`src/rtl/wallace_mul_arbiter.sv`:
```
// wallace_mul_arbiter: two requesters share one 6x6 Wallace multiplier.
// Round-robin arbitration feeds a two-stage pipeline. S1 holds the two
// carry-save rows from the reduction tree. S2 holds the final product.
// Optional build macro: WALLACE_ARB_STATS_EN adds the grant_cnt0 and
// grant_cnt1 saturating transfer counters.
module wallace_mul_arbiter (
  input  logic        clk,
  input  logic        rst,
  input  logic        req0_valid,
  input  logic [5:0]  req0_a,
  input  logic [5:0]  req0_b,
  output logic        req0_ready,
  input  logic        req1_valid,
  input  logic [5:0]  req1_a,
  input  logic [5:0]  req1_b,
  output logic        req1_ready,
  output logic        out_valid,
  output logic        out_id,
  output logic [11:0] out_product,
  input  logic        out_ready,
  output logic        busy
`ifdef WALLACE_ARB_STATS_EN
  ,
  output logic [7:0]  grant_cnt0,
  output logic [7:0]  grant_cnt1
`endif
);

  typedef enum logic [1:0] {
    IDLE   = 2'd0,
    ACTIVE = 2'd1,
    STALL  = 2'd2
  } state_t;

  // One 3:2 compressor layer applied across a whole 12-bit row.
  typedef struct packed {
    logic [11:0] s;
    logic [11:0] c;
  } csa_t;

  // The carry out of bit 11 is dropped. The product is below 4096, so the
  // final sum modulo 2^12 is still exact.
  function automatic csa_t csa(input logic [11:0] x,
                               input logic [11:0] y,
                               input logic [11:0] z);
    csa_t r;
    r.s = x ^ y ^ z;
    r.c = {((x[10:0] & y[10:0]) | (x[10:0] & z[10:0]) | (y[10:0] & z[10:0])), 1'b0};
    return r;
  endfunction

  state_t      state;
  state_t      state_nxt;

  logic        last_grant;
  logic        win;
  logic        xfer;
  logic        s2_adv;
  logic        s1_accept;

  logic        s1_valid;
  logic        s1_id;
  logic [11:0] s1_r1;
  logic [11:0] s1_r2;
  logic        s1_valid_nxt;
  logic        s2_valid_nxt;
  logic        pipe_live;

  logic [5:0]  op_a;
  logic [5:0]  op_b;
  logic [11:0] pp0, pp1, pp2, pp3, pp4, pp5;
  csa_t        l1a, l1b, l2, l3;
  logic [11:0] r1;
  logic [11:0] r2;

  // Round-robin winner. With both requesters valid, the one not granted
  // last wins. Otherwise the single valid requester wins.
  always_comb begin
    win = 1'b0;
    if (req0_valid && req1_valid) begin
      win = ~last_grant;
    end else begin
      win = req1_valid;
    end
  end

  // Handshake. Ready is suppressed while rst is held so that reset clears it.
  always_comb begin
    s2_adv     = ~out_valid | out_ready;
    s1_accept  = ~s1_valid | s2_adv;
    req0_ready = ~rst & req0_valid & ~win & s1_accept;
    req1_ready = ~rst & req1_valid &  win & s1_accept;
    xfer       = req0_ready | req1_ready;
  end

  // Operand mux in front of the shared tree, then the partial products.
  always_comb begin
    op_a = win ? req1_a : req0_a;
    op_b = win ? req1_b : req0_b;
    pp0  = op_b[0] ? {6'b0, op_a}        : '0;
    pp1  = op_b[1] ? {5'b0, op_a, 1'b0}  : '0;
    pp2  = op_b[2] ? {4'b0, op_a, 2'b0}  : '0;
    pp3  = op_b[3] ? {3'b0, op_a, 3'b0}  : '0;
    pp4  = op_b[4] ? {2'b0, op_a, 4'b0}  : '0;
    pp5  = op_b[5] ? {1'b0, op_a, 5'b0}  : '0;
  end

  // Wallace reduction: 6 rows -> 4 -> 3 -> 2 (R1, R2).
  always_comb begin
    l1a = csa(pp0, pp1, pp2);
    l1b = csa(pp3, pp4, pp5);
    l2  = csa(l1a.s, l1a.c, l1b.s);
    l3  = csa(l2.s, l2.c, l1b.c);
    r1  = l3.s;
    r2  = l3.c;
  end

  // Stage occupancy after the coming edge. S1 reloads on a transfer and
  // drains when S2 advances. S2 takes S1 whenever it advances.
  always_comb begin
    s1_valid_nxt = xfer | (s1_valid & ~s2_adv);
    s2_valid_nxt = s2_adv ? s1_valid : out_valid;
    pipe_live    = s1_valid_nxt | s2_valid_nxt;
  end

  // Pipeline registers and the round-robin pointer.
  always_ff @(posedge clk or posedge rst) begin
    if (rst) begin
      s1_valid    <= 1'b0;
      s1_id       <= 1'b0;
      s1_r1       <= '0;
      s1_r2       <= '0;
      out_valid   <= 1'b0;
      out_id      <= 1'b0;
      out_product <= '0;
      last_grant  <= 1'b1;
    end else begin
      s1_valid  <= s1_valid_nxt;
      out_valid <= s2_valid_nxt;
      if (s2_adv && s1_valid) begin
        out_product <= s1_r1 + s1_r2;
        out_id      <= s1_id;
      end
      if (xfer) begin
        s1_r1      <= r1;
        s1_r2      <= r2;
        s1_id      <= win;
        last_grant <= win;
      end
    end
  end

  // Control state register.
  always_ff @(posedge clk or posedge rst) begin
    if (rst) begin
      state <= IDLE;
    end else begin
      state <= state_nxt;
    end
  end

  // Control next state. Leaving STALL goes straight to IDLE when the popped
  // entry was the last one, so busy always means "some stage is valid".
  always_comb begin
    state_nxt = state;
    unique case (state)
      IDLE: begin
        if (xfer) state_nxt = ACTIVE;
      end
      ACTIVE: begin
        if (out_valid && !out_ready) state_nxt = STALL;
        else if (!pipe_live)         state_nxt = IDLE;
      end
      STALL: begin
        if (out_ready) state_nxt = pipe_live ? ACTIVE : IDLE;
      end
      default: state_nxt = IDLE;
    endcase
  end

  assign busy = (state != IDLE);

`ifdef WALLACE_ARB_STATS_EN
  // Per-requester transfer counters, saturating at 255.
  always_ff @(posedge clk or posedge rst) begin
    if (rst) begin
      grant_cnt0 <= '0;
      grant_cnt1 <= '0;
    end else begin
      if (req0_ready && grant_cnt0 != '1) grant_cnt0 <= grant_cnt0 + 8'd1;
      if (req1_ready && grant_cnt1 != '1) grant_cnt1 <= grant_cnt1 + 8'd1;
    end
  end
`endif

endmodule

```
`config.mk`:
```
export PLATFORM = sky130hd
export DESIGN_NAME = wallace_mul_arbiter
export DESIGN_NICKNAME = d
export VERILOG_FILES = /design/src/rtl/wallace_mul_arbiter.sv
export SDC_FILE = /design/constraint.sdc
export NUM_CORES = 1
export LEC_CHECK = 0
export CAP_MARGIN = 20
export CORE_MARGIN = 1
export CORE_UTILIZATION = 40
export DETAILED_ROUTE_END_ITERATION = 12
export PLACE_DENSITY = 0.62
export SYNTH_ARGS = -nofsm -noshare
export SYNTH_HDL_FRONTEND = slang
export SYNTH_SLANG_ARGS = --single-unit
```
`constraint.sdc`:
```
create_clock -name clk -period 3.2 [get_ports clk]
set_clock_uncertainty 0.05 [all_clocks]
set_input_delay 0.32 -clock clk [delete_from_list [all_inputs] [get_ports clk]]
set_output_delay 0.32 -clock clk [all_outputs]
set_load 0.02 [all_outputs]
```
Word level (Yosys, flattened, before mapping)
Cells that the tools add are included.
{ "op_classes": {"n_addsub": 1, "eq_ne": 5, "n_mux": 16, "bitwise": 46, "n_reduce_logical": 7} }
{ "op_table": {"columns": ["operator", "n"], "rows": [
  ["OR 11 bit", 4],
  ["bitwise AND 11 bit", 3],
  ["bitwise AND 9 x 11 -> 11 bit", 2],
  ["2-to-1 mux 6 bit", 3],
  ["adder 12 bit", 1],
  ["XOR 11 x 12 -> 12 bit", 1],
  ["XOR 12 bit", 1],
  ["bitwise AND 10 x 11 -> 11 bit", 1],
  ["bitwise AND 8 x 11 -> 11 bit", 1],
  ["2-to-1 mux 11 bit", 1],
  ["OR 10 x 11 -> 11 bit", 1],
  ["OR 9 x 11 -> 11 bit", 1],
  ["XOR 10 x 11 -> 11 bit", 1],
  ["XOR 9 x 11 -> 11 bit", 1],
  ["bitwise AND 9 x 10 -> 10 bit", 1],
  ["2-to-1 mux 10 bit", 1],
  ["XOR 9 x 10 -> 10 bit", 1],
  ["bitwise AND 8 x 9 -> 9 bit", 1],
  ["2-to-1 mux 9 bit", 1],
  ["XOR 8 x 9 -> 9 bit", 1],
  ["bitwise AND 6 x 8 -> 8 bit", 1],
  ["bitwise AND 7 x 8 -> 8 bit", 1],
  ["2-to-1 mux 2 bit", 4],
  ["2-to-1 mux 8 bit", 1],
  ["20 further kinds", 40]
]} }
{ "totals": {"ff_bits": 42, "inputBits": 29, "output_inout_bits": 17, "wordCells": 84} }

Depth between registers and ports, before layout
{ "logic_depth": {"word_depth": 13, "depth_mapped": 11, "ltp_nobuf": 9} }

Least setup slack after synthesis
Ideal clock, no wire load.
{ "synth_timing": {"path_kind": "register to register", "start": "register last_grant", "end": "register s1_r1[5]", "setup_ns": 0.125, "t_arrival_ns": 3.019, "required_ns": 3.025, "slack_ns": 0.006, "stages_incl_launch_ff": 10, "n_path_buf": 1, "synth_period_minus_slack_ns": 3.194, "path_cell_list": "dfstp_2 a21boi_2 buf_6 mux2i_2 or2_2 fa_1 fa_1 inv_1 fa_1 mux2_4"} }
{ "synth_lines": {"columns": ["item", "line_no", "source"], "rows": [
  ["start: declaration", "55", "logic last_grant;"],
  ["start signal: assignment", "148", "last_grant <= win;"],
  ["end signal: assignment", "145", "s1_r1 <= r1;"],
  ["end: declaration", "63", "logic [11:0] s1_r1;"]
]} }

==> flow_summary_export.csv <==
group,metric,value,unit
status,status,"complete, but fails checks",
status,violations,"negative setup slack",
floorplanning,dieArea,7160,sq um
flow_run,max_cap_viol_count,0,
logic_synthesis,synth_area_leaders,"dfrtp_1 (34%), fa_1 (13%), ha_1 (7.3%)",
routing,drt_iter0_drc,80,
clock_network,cts_buffer_depth,2,
global_routing,gr-usage-all-layers,0.185,
global_routing,grt_max_degree,39,
logic_synthesis,synthMuxAreaShare,0.172,
logic_synthesis,yosysWarningCount,0,
timing,period_share,1.01,
logic_synthesis,ys.flop_type,"dfrtp_1",
logic_synthesis,synth_compound_area_frac,0.0665,
logic_synthesis,postSynthAreaPerCell,10.8,sq um
logic_synthesis,yosys.area.top_type,"dfrtp_1",
timing,relSlewSlack,0.626,
global_routing,grtUsageMet3,0.0462,
floorplanning,io_pins,46,
placed_design,dp_hpwl,4280,um
routing,drc,0,
logic_synthesis,synth_top_family_by_area,"adder cells",
global_routing,gr-max-usage-layer,"met2",
logic_synthesis,yosys.area_share.adder,0.205,
routing,num_vias,2040,
global_routing,met2_usage,0.322,
cells_and_area,finalCoreUtilization,0.584,
cells_and_area,antennaDiodeCount,0,
routing,wl_per_cell,14.4,um
global_routing,met1_usage,0.232,
routing,vias_per_cell,5.05,
logic_synthesis,synth_top_area_share,0.339,
clock_network,cts_made_buffers,5,
routing,routed_wl,5810,um
worst_setup_path,arrival,3.38,ns
logic_synthesis,yosys.area_share.simple,0.144,
worst_setup_path,critPathMaxFanout,5,
clock_network,clockRootBuffer,"clkbuf_8",
worst_setup_path,slowest_stage,"dfstp_2",
logic_synthesis,async_reset_ff_frac,1.00,
worst_setup_path,worstPathCellList,"a21boi_4, buf_12, buf_16, mux2_4, nand2_2, fa_1, fa_1, inv_2, fa_2, mux2_4",
power,ir_drop,466,uV
worst_setup_path,crit_type,"reg -> reg",
worst_setup_path,slowest_delay,0.56,ns
global_routing,antenna_found_initial,0,
clock_network,cts.sinks,38,
timing,setup_viol_count_final,2,
timing,fmax,0.308,GHz
timing,tightest_slew,0.559,ns
global_routing,first_global_vias,2193,
floorplanning,die_h,84.6,um
logic_synthesis,ys_ff_latch,38,
timing,rsz0062_at_grt,"yes",
global_routing,grt_overflow,0,
cells_and_area,area_growth_syn_to_layout,38.2,%
floorplanning,fp.dieW,84.6,um
worst_setup_path,startpoint_type,"flop",
power,cellPowerDensity,669,nW/um^2
power,leakage,1.79,nW
logic_synthesis,synth.net_count,316,
min_path,hp-class,"reg -> reg",
timing,hold_viol,0,
floorplanning,core-area,6460,sq um
clock_network,path_clk_slew,0.08,ns
timing,min_period,3.24,ns
logic_synthesis,synth_area,2730,sq um
cells_and_area,layout.nets,389,
power,power.total,2.52,mW
worst_setup_path,path_buf_inv,3,
routing,first_pass_iters,8,
cells_and_area,layout-drive-gt1-share,0.287,
placed_design,gp_congestion,0.878,
global_routing,grt_pass1_wl,10200,um
logic_synthesis,synth_xor_area_frac,0.00963,
worst_setup_path,cp_data_required_time,3.34,ns
logic_synthesis,synth_edf_count,0,
logic_synthesis,synth-seq-area-share,0.349,
worst_setup_path,path_delay_family,"adder cells",
clock_network,clock_latency,0.30,ns
clock_network,cts_tree,"done",
logic_synthesis,syn_inst,253,
worst_setup_path,endpoint_kind,"flop",
routing,ant_nets,0,
logic_synthesis,synth_commonest_cells,"nand2_1 (41), dfrtp_1 (37), inv_1 (21), fa_1 (18), nor2_1 (18)",
timing,finalWorstSetupSlack,-0.0422,ns
logic_synthesis,synth_most_common_cell,"nand2_1",
floorplanning,initial_core_util,0.423,
floorplanning,rows,29,
timing,drv_slew,0,
logic_synthesis,synthDistinctLibCells,38,
placed_design,port_buffers,45,
clock_network,htree_levels,2,
[per-stage QoR]
stage	hold slack, ns	cell area, sq um	worst slack (ns)	cells	TNS [ns]
2_1_floorplan	0.333	2730	0.00606	253	0
3_3_place_gp	0.409	3380	-0.497	390	-4.27
3_5_place_dp	0.409	3380	-0.540	390	-4.59
4_1_cts	0.426	3710	-0.0669	404	-0.194
5_1_grt	0.448	3770	-0.124	404	-0.398
6_report	0.425	3770	-0.0422	404	-0.0580
[worst reg2reg max path, delay by kind of cell (launching register included)]
family / cells / cell delay (ns)
adders and majority gates: 3 / 1.44
muxes: 2 / 0.59
DFF: 1 / 0.56
buffers and inverters: 3 / 0.32
and+or+nand+nor: 1 / 0.09
AOI/OAI and AO/OA: 1 / 0.07
[cell type report]
cell class / instances / area, sq um
Fill cell: 545 / 2690
Multi-Input combinational cell: 187 / 1750
Sequential cell: 38 / 952
Timing Repair Buffer: 73 / 751
Tap cell: 77 / 96.3
Clock buffer: 6 / 82.6
Inverter: 21 / 78.8
Clock inverter: 2 / 60.1
[cell families after synthesis]
family | Yosys count
DFF | 38
muxes | 39
and+or+nand+nor | 85
buffers and inverters | 28
adders and majority gates | 34
AOI/OAI and AO/OA | 26
xor gates and xnor gates | 3
[per-layer routing]
metal  part of all wire  wire [um]  vias to the layer above
li1                   -          -                     1000
met1               0.46       2640                      996
met2               0.50       2910                       37
met3              0.033        192                        7
met4              0.010         60                        0
met5                  0          0                        -
[cell usage in the layout (no fill, tap or decap), types with 3 or more instances in the layout]
cell type,instances
a211o_1,3
a21o_1,3
a21oi_1,5
buf_16,3
buf_4,21
clkbuf_8,6
clkdlybuf4s50_1,43
dfrtp_1,37
fa_1,13
fa_2,5
ha_1,16
inv_1,18
inv_2,3
mux2_2,12
mux2_4,15
mux2i_1,5
mux2i_2,4
mux2i_4,3
nand2_1,37
nand2_2,4
nand2b_1,4
nand2b_4,3
nand3_1,5
nand4_1,5
nor2_1,17
o21ai_0,7
[registers in the layout, indices dropped and copies added (netlist names)]
name	cells
s1_valid	1
last_grant	1
s1_id	1
out_id	1
s1_r1	11
state	2
out_product	12
s1_r2	8
out_valid	1
[final timing paths]
check | startpoint | end | slack [ns] | cells after the start
max in group asynchronous | rst | last_grant$_DFFE_PP1P_ | 2.27 | 3
min in group asynchronous | rst | s1_id$_DFFE_PP0P_ | 0.48 | 3
min | out_product[1]$_DFFE_PP0P_ | out_product[1]$_DFFE_PP0P_ | 0.42 | 2
min reg2reg | out_product[1]$_DFFE_PP0P_ | out_product[1]$_DFFE_PP0P_ | 0.42 | 2
max | last_grant$_DFFE_PP1P_ | s1_r1[6]$_DFFE_PP0P_ | -0.04 | 10
max reg2reg | last_grant$_DFFE_PP1P_ | s1_r1[6]$_DFFE_PP0P_ | -0.04 | 10
[timing repair]
item | in CTS | in global routing
pin swaps | 11 | 12
setup endpoints to repair | 9 | 11
buffers inserted | 4 | 0
cloned | 3 | 0
resized for setup | 16 | 22
endpoints found under the hold margin | 0 | 0
hold buffers | 0 | 0
[power by group]
part	leakage [nW]	switching, mW	total [mW]	internal (mW)
Combinational	1.25	0.595	1.24	0.650
Sequential	0.475	0.106	0.765	0.659
Clock	0.0714	0.181	0.514	0.333
(Power assumes the default switching activity.)
